File: config.mk
export PLATFORM = sky130hd
export DESIGN_NAME = input_array_bank_loader
export DESIGN_NICKNAME = d
export VERILOG_FILES = /design/src/rtl/input_array_bank_loader.sv
export SDC_FILE = /design/constraint.sdc
export NUM_CORES = 1
export LEC_CHECK = 0
export CAP_MARGIN = 10
export CORE_AREA = 2 2 252 254
export CTS_CLUSTER_DIAMETER = 150
export DETAILED_ROUTE_END_ITERATION = 7
export DIE_AREA = 0 0 254 256
export PLACE_DENSITY = 0.49
export SYNTH_ARGS = -nofsm -noshare
export SYNTH_HDL_FRONTEND = slang
export SYNTH_SLANG_ARGS = --single-unit
File: constraint.sdc
create_clock -name clk -period 2.6 [get_ports clk]
set_clock_uncertainty 0.05 [all_clocks]
set_input_delay 0.39 -clock clk [delete_from_list [all_inputs] [get_ports clk]]
set_output_delay 0.39 -clock clk [all_outputs]
set_load 0.05 [all_outputs]
File: src/rtl/input_array_bank_loader.sv
// Streams input-array words into NUM_BANKS RAM bank copies (broadcast or striped), with an
// optional replica read-back compare built when LOADER_VERIFY_EN is defined.
module input_array_bank_loader #(
    parameter int unsigned NUM_BANKS = 6,
    parameter int unsigned DATA_W    = 64,
    parameter int unsigned DEPTH     = 512,
    parameter int unsigned LEN_W     = $clog2(DEPTH * NUM_BANKS + 1)
) (
    input  logic                        clk,
    input  logic                        reset,
    input  logic                        go_i,
    input  logic                        mode_i,
    input  logic [LEN_W-1:0]            len_i,
    input  logic                        in_valid,
    output logic                        in_ready,
    input  logic [DATA_W-1:0]           in_data,
    output logic [NUM_BANKS-1:0]        bank_we,
    output logic [$clog2(DEPTH)-1:0]    bank_addr,
    output logic [DATA_W-1:0]           bank_wdata,
    input  logic [NUM_BANKS*DATA_W-1:0] bank_rdata,
    output logic                        busy,
    output logic                        done,
    output logic                        err,
    output logic [7:0]                  err_bank,
    output logic [$clog2(DEPTH)-1:0]    err_addr,
    output logic [LEN_W-1:0]            word_count,
    output logic [DATA_W-1:0]           checksum
);

    localparam int unsigned ADDR_W = $clog2(DEPTH);
    localparam int unsigned BANK_W = (NUM_BANKS > 1) ? $clog2(NUM_BANKS) : 1;
    localparam logic [LEN_W-1:0] CAP_BCAST  = LEN_W'(DEPTH);
    localparam logic [LEN_W-1:0] CAP_STRIPE = LEN_W'(DEPTH * NUM_BANKS);

    typedef enum logic [2:0] {StIdle, StLoad, StFlush, StVerify, StDone} state_e;

    state_e                state_q, state_d;
    logic                  mode_q;
    logic [LEN_W-1:0]      len_q;
    logic [BANK_W-1:0]     stripe_bank_q;
    logic [ADDR_W-1:0]     stripe_addr_q;
    logic [LEN_W-1:0]      words_q;
    logic [DATA_W-1:0]     sum_q;
    logic [NUM_BANKS-1:0]  we_q;
    logic [ADDR_W-1:0]     addr_q;
    logic [DATA_W-1:0]     wdata_q;
    logic                  err_q;
    logic [7:0]            err_bank_q;
    logic                  done_q;

    logic start, len_bad, hs, last_word, verify_end;

    // A start coinciding with the done pulse is dropped; go_i must be re-asserted.
    assign start     = (state_q == StIdle) && go_i && !done_q;
    assign len_bad   = mode_i ? (len_i > CAP_STRIPE) : (len_i > CAP_BCAST);
    assign in_ready  = (state_q == StLoad);
    assign hs        = in_valid && in_ready;
    assign last_word = (words_q == len_q - LEN_W'(1));

`ifdef LOADER_VERIFY_EN
    logic [LEN_W-1:0]  rd_cnt_q;
    logic              cmp_valid_q;
    logic [ADDR_W-1:0] cmp_addr_q;
    logic [ADDR_W-1:0] err_addr_q;
    logic              mismatch;
    logic [7:0]        mis_bank;

    // Scan downward so the lowest failing bank is the one reported.
    always_comb begin
        mismatch = 1'b0;
        mis_bank = 8'h00;
        for (int b = NUM_BANKS - 1; b >= 1; b--) begin
            if (bank_rdata[b*DATA_W +: DATA_W] != bank_rdata[0 +: DATA_W]) begin
                mismatch = 1'b1;
                mis_bank = 8'(b);
            end
        end
    end

    assign verify_end = cmp_valid_q && (mismatch || (LEN_W'(cmp_addr_q) == len_q - LEN_W'(1)));
    assign err_addr   = err_addr_q;
`else
    logic unused_rdata;
    assign unused_rdata = ^bank_rdata;
    assign verify_end   = 1'b1;
    assign err_addr     = '0;
`endif

    always_comb begin
        state_d = state_q;
        unique case (state_q)
            StIdle: begin
                if (start) begin
                    state_d = (len_i == '0 || len_bad) ? StDone : StLoad;
                end
            end
            StLoad: begin
                if (hs && last_word) state_d = StFlush;
            end
            StFlush: begin
`ifdef LOADER_VERIFY_EN
                state_d = mode_q ? StDone : StVerify;
`else
                state_d = StDone;
`endif
            end
            StVerify: begin
                if (verify_end) state_d = StDone;
            end
            StDone:  state_d = StIdle;
            default: state_d = StIdle;
        endcase
    end

    always_ff @(posedge clk or negedge reset) begin
        if (!reset) begin
            state_q <= StIdle;
        end else begin
            state_q <= state_d;
        end
    end

    always_ff @(posedge clk or negedge reset) begin
        if (!reset) begin
            mode_q        <= 1'b0;
            len_q         <= '0;
            stripe_bank_q <= '0;
            stripe_addr_q <= '0;
            words_q       <= '0;
            sum_q         <= '0;
            we_q          <= '0;
            addr_q        <= '0;
            wdata_q       <= '0;
            err_q         <= 1'b0;
            err_bank_q    <= 8'h00;
            done_q        <= 1'b0;
`ifdef LOADER_VERIFY_EN
            rd_cnt_q      <= '0;
            cmp_valid_q   <= 1'b0;
            cmp_addr_q    <= '0;
            err_addr_q    <= '0;
`endif
        end else begin
            done_q <= (state_q == StDone);
            we_q   <= '0;
            if (start) begin
                err_q         <= len_bad;
                err_bank_q    <= len_bad ? 8'hFF : 8'h00;
                words_q       <= '0;
                sum_q         <= '0;
                mode_q        <= mode_i;
                len_q         <= len_i;
                stripe_bank_q <= '0;
                stripe_addr_q <= '0;
`ifdef LOADER_VERIFY_EN
                err_addr_q    <= '0;
`endif
            end
            if (hs) begin
                words_q <= words_q + LEN_W'(1);
                sum_q   <= sum_q ^ in_data;
                wdata_q <= in_data;
                if (mode_q) begin
                    we_q   <= NUM_BANKS'(1) << stripe_bank_q;
                    addr_q <= stripe_addr_q;
                    if (stripe_bank_q == BANK_W'(NUM_BANKS - 1)) begin
                        stripe_bank_q <= '0;
                        stripe_addr_q <= stripe_addr_q + ADDR_W'(1);
                    end else begin
                        stripe_bank_q <= stripe_bank_q + BANK_W'(1);
                    end
                end else begin
                    we_q   <= '1;
                    addr_q <= words_q[ADDR_W-1:0];
                end
            end
`ifdef LOADER_VERIFY_EN
            cmp_valid_q <= 1'b0;
            if (state_q == StFlush && !mode_q) begin
                addr_q   <= '0;
                rd_cnt_q <= '0;
            end
            if (state_q == StVerify) begin
                // Read data for the address issued this cycle is compared next cycle.
                if (rd_cnt_q < len_q) begin
                    rd_cnt_q    <= rd_cnt_q + LEN_W'(1);
                    addr_q      <= addr_q + ADDR_W'(1);
                    cmp_valid_q <= 1'b1;
                    cmp_addr_q  <= addr_q;
                end
                if (cmp_valid_q && mismatch && !err_q) begin
                    err_q      <= 1'b1;
                    err_bank_q <= mis_bank;
                    err_addr_q <= cmp_addr_q;
                end
            end
`endif
        end
    end

    assign bank_we    = we_q;
    assign bank_addr  = addr_q;
    assign bank_wdata = wdata_q;
    assign busy       = (state_q != StIdle);
    assign done       = done_q;
    assign err        = err_q;
    assign err_bank   = err_bank_q;
    assign word_count = words_q;
    assign checksum   = sum_q;

endmodule

### Yosys cells after proc, flatten, opt, wreduce, memory -nomap -nowiden

Index checks and enable logic that the tools add are counted.

* multiply operators: 0
* reduce and logical (&&, ||, !) cells: 12
* mux-type cells: 21
* shifts and indexed selects: 1
* $lt $le $gt $ge: 2
* bitwise logic cells: 1
* equality and inequality tests: 8
* $add $sub $neg: 4
* div/mod/pow operators: 0

Operator list (count)
* $mux 64: 2
* $xor 64x64->64: 1
* $mux 9: 5
* $mux 12: 2
* $mux 3: 7
* $add 12x1->12 const B: 1
* $eq 12x12->1: 1
* $gt 12x10->1 const B: 1
* $gt 12x12->1 const B: 1
* $logic_not 12->1: 1
* $mux 6: 2
* $sub 12x1->12 const B: 1
* $add 9x1->9 const B: 1
* $pmux 3 s3: 1
* $mux 8: 1
* $eq 3x2->1 const B: 2
* $eq 3x3->1 const B: 2
* $shl 1x3->6 const A: 1
* $logic_and 1x1->1: 4
* $add 3x1->3 const B: 1
* $eq 3x1->1 const B: 1
* $logic_not 3->1: 1
* $reduce_bool 3->1: 1
* $ne 2x1->1 const B: 1
* 7 further kinds: 7

* output and inout bits: 176
* input port bits: 465
* bits in latches: 0
* bits in read-only memories: 0
* memories: 0
* register bits after elaboration: 193
* word-level logic and storage cells: 62
* RAM bits: 0

### Depth between registers and ports, before layout

* depth in word-level cells: 7
* depth in mapped cells: 9
* gate-level depth less buffers: 8

### Least setup slack after synthesis

No wires, ideal clock.

* path kind: reg2reg
* from: reg state_q[1]
* to: reg sum_q[10], in the netlist checksum[10]
* cell stages (with the launch flop): 10
* buffers on the path: 2
* library setup time: 0.132 ns
* data required time: 2.418 ns
* period minus slack after synthesis: 2.173 ns
* setup slack: 0.427 ns
* data arrival time: 1.991 ns
* cells stage by stage: dfrtp_1 nor2_1 nand2_1 inv_1 and2_1 clkbuf_1 clkbuf_1 nand2_1 xor2_1 nor2_1

* elaborated cells on any way between the ends: 7
* those cells by class: 1 x eq/ne; 1 x mux; 5 x reduce/logical

RTL lines
* start: declaration: line 37 `state_e state_q, state_d;`
* start signal: assignment: line 117 `state_q <= StIdle;`
* start signal: assignment: line 119 `state_q <= state_d;`
* $eq 3x1->1 *: line 56 `assign in_ready = (state_q == StLoad);`
* via in_ready: line 15 `output logic in_ready,`
* $logic_and 1x1->1 *: line 57 `assign hs = in_valid && in_ready;`
* $mux 64 or $reduce_bool 2->1 (tied branches)
* end signal: assignment: line 161 `sum_q <= sum_q ^ in_data;`
* end: declaration: line 43 `logic [DATA_W-1:0] sum_q;`

The timed path passes the listed nets; every way through them passes the cells marked *.
A chain may end at the register's enable or synchronous reset.

### Worst setup path after layout

* from: reg state_q[1]
* to: out busy

* cells in the longest elaborated chain, start to end: 1

RTL lines
* $reduce_bool 3->1: line 204 `assign busy = (state_q != StIdle);`
* end: declaration: line 21 `output logic busy,`

Every way passes these cells.

==> flow_summary_export.csv <==
group,metric,value,unit
status,status,"finished clean",
routing,drt-initial-drc-count,308,
setup_path,critical_path_required,2160,ps
timing,maxSlewHeadroom,0.6046,
setup_path,crit_path_max_fanout,5,
routing,vias,6374,
routing,wl_per_cell,13.00,µm
floorplan,rows,92,
floorplan,start_util,0.1263,
final_layout,area.growth.synth_to_final,53.56,%
place,io_buffers,247,
yosys,synth-seq-cells,185,
setup_path,end_kind,"primary output",
floorplan,ios,641,
timing,period_share,0.9294,
clock_network,root_buffer,"clkbuf_16",
yosys,netlist_instances,814,
routing,ant_nets,0,
setup_path,rr_endpoint,"state_q[0]",
timing,hold_viol_final,0,
timing,fin_ws,183.5,ps
timing,rsz0062_at_grt,"false",
setup_path,rr_worst_depth,6,
pwr,power_per_cell_area,1321,nW/µm²
final_layout,final_common_cell,"nand2_1",
pwr,power.total,15.99,mW
place,dp_slack,233.5,ps
timing,fin_setup_tns,0,ps
setup_path,crit_chain,"or3_1, clkdlybuf4s50_1",
clock_network,clk_path_buf_depth,2,
yosys,yosysSeqAreaShare,0.5873,
setup_path,worstPathArrival,1980,ps
yosys,syn_avg_cell_area,9.684,µm²
timing,finalSetupViolCount,0,
timing,worst_slew_pin_slew,591.3,ps
floorplan,core_area,62390,µm²
final_layout,final_cell_mix,"nand2_1, clkdlybuf4s50_1, dfrtp_1, nor2_1, xor2_1",
yosys,synth_area_leaders,"dfrtp_1, nand2_1, xor2_1",
clock_network,cts_made_buffers,17,
routing,drc,0,
clock_network,cts.sinks,185,
setup_path,start_kind,"flop",
pwr,peakVddDrop,0.0007511,V
setup_path,worstReg2RegStart,"len_q[2]",
global_routing,grt_overflow_total,0,
setup_path,slowest_delay,710,ps
clock_network,cts_setup_buffers,0,
min_path,hold_path.class,"in -> async",
timing,slew_violations,0,
floorplan,die_x,254,µm
yosys,synth.distinct_cells,45,
floorplan,die_height,256,µm
yosys,synthFlopType,"dfrtp_1",
global_routing,grt_max_degree,70,
clock_network,htree_levels,4,
setup_path,path_class,"reg -> out",
timing,max_freq,413.8,MHz
yosys,synth_top_area_frac,0.5873,
global_routing,antenna_found_initial,0,
yosys,synth_edf_count,0,
timing,hold_ws,411.8,ps
routing,vias_per_cell,3.323,
clock_network,clk-insertion-delay-late,480,ps
setup_path,cp.buffers_inverters,1,
final_layout,nFillCells,6949,
routing,firstDrtPassIters,4,
yosys,ys_warn_count,0,
global_routing,grt_pass1_wl,39050,µm
global_routing,grt_pass1_vias,6543,
clock_network,clkTransAtPathRegs,70,ps
yosys,syn-cell-area,7883,µm²
floorplan,die_area,65020,µm²
final_layout,final_nets,1526,
clock_network,cts_tree,"yes",
routing,finalWirelength,24940,µm
pwr,power.leakage,5.373,nW
setup_path,crit_family,"buffers and inverters",
run,cap_violations,0,
setup_path,rrSetupSlack,260,ps
place,dpl.hpwl,17500,µm
yosys,netlist.top_cell.by_area,"dfrtp_1",
global_routing,grtUsageTotal,0.07862,
place,gp_congestion,0.7834,
setup_path,crit_slowest_cell,"clkdlybuf4s50_1",
timing,fin_crit,2416,ps
final_layout,drive_gt1_frac,0.05794,
yosys,async_reset_ff_frac,1.000,
==> registers in the layout, summed over array words and instances, names as in the netlist <==
signal,flops
checksum,64
bank_addr,9
stripe_addr_q,9
done,1
bank_wdata,64
stripe_bank_q,3
state_q,3
err_bank,1
word_count,12
bank_we,6
len_q,12
mode_q,1
==> per-stage QoR <==
| step | instance area, µm² | utilization | instances |
|---|---|---|---|
| 2_1_floorplan | 7913 | - | 822 |
| 3_3_place_gp | 11460 | 0.1837 | 1883 |
| 3_5_place_dp | 11460 | 0.1837 | 1883 |
| 4_1_cts | 12100 | 0.1939 | 1916 |
| 5_1_grt | 12100 | 0.1939 | 1916 |
| 6_report | 12100 | 0.1940 | 1918 |
==> logic make-up (layout without fill, tap and decap cells) <==
logic type,count (synthesis),count (layout),share of synthesized area
simple gates,402,402,0.2117
flops,185,185,0.5873
xor+xnor,80,80,0.08889
compound gates,64,64,0.04619
buf+inv,61,309,0.03746
mux,17,17,0.02159
fa+ha+maj,4,4,0.006349
other cells,1,11,0.0004757
==> report_power, final <==
part	internal, mW	leakage [nW]	switching [mW]
logic	2.75	2.66	5.73
registers	3.92	2.41	0.803
clock network	1.40	0.303	1.38
==> metal layers <==
metal  wire, µm  track usage
met1      10900      0.09444
met2      11410       0.1209
met3       2289      0.03763
met4        339      0.02958
met5          0            0
==> area by class of cell <==
type / instances / area [µm²] / area share
Multi-Input combinational cell: 576 / 3008 / 0.2485
Clock inverter: 15 / 197.7 / 0.01633
Tap cell: 846 / 1059 / 0.08745
Clock buffer: 17 / 425.4 / 0.03515
Timing Repair Buffer: 270 / 2754 / 0.2275
Sequential cell: 185 / 4629 / 0.3825
Antenna cell: 2 / 5.005 / 0.0004135
Inverter: 7 / 26.28 / 0.002171
==> cells in the mapped netlist, types with 2 or more instances <==
cell	instances
a211oi_1	2
a21o_1	2
a21oi_1	14
a31oi_1	6
and2_1	3
and3_1	7
and3b_1	2
and4_1	2
buf_1	9
buf_2	2
buf_4	17
clkbuf_1	26
dfrtp_1	185
ha_1	4
inv_1	7
mux2i_1	17
nand2_1	261
nand3_1	11
nand3b_1	2
nand4_1	3
nor2_1	83
nor3_1	8
nor3b_1	4
nor4_1	2
nor4_2	2
o21ai_0	21
o21ai_1	11
or3_1	6
xnor2_1	11
xor2_1	69
==> worst max-delay path by stage <==
stage / start / to / slack, ps / depth (start not counted)
after floorplan: state_q[1] / checksum[10] / 430 / 9
after global placement: in_valid / stripe_addr_q[6] / 220 / 7
after detailed placement: len_q[2] / state_q[0] / 230 / 6
after CTS: state_q[1] / in_ready / 60 / 4
after global routing: word_count[7] / word_count[7] / 90 / 1
final: state_q[1] / busy / 180 / 2
==> repair_timing <==
action	4_1_cts	5_1_grt
gates resized for setup	0	1
endpoints found under the hold margin	54	0
hold buffers	1	0
setup endpoints to repair	0	1
Power figures use the tool's default switching activity.
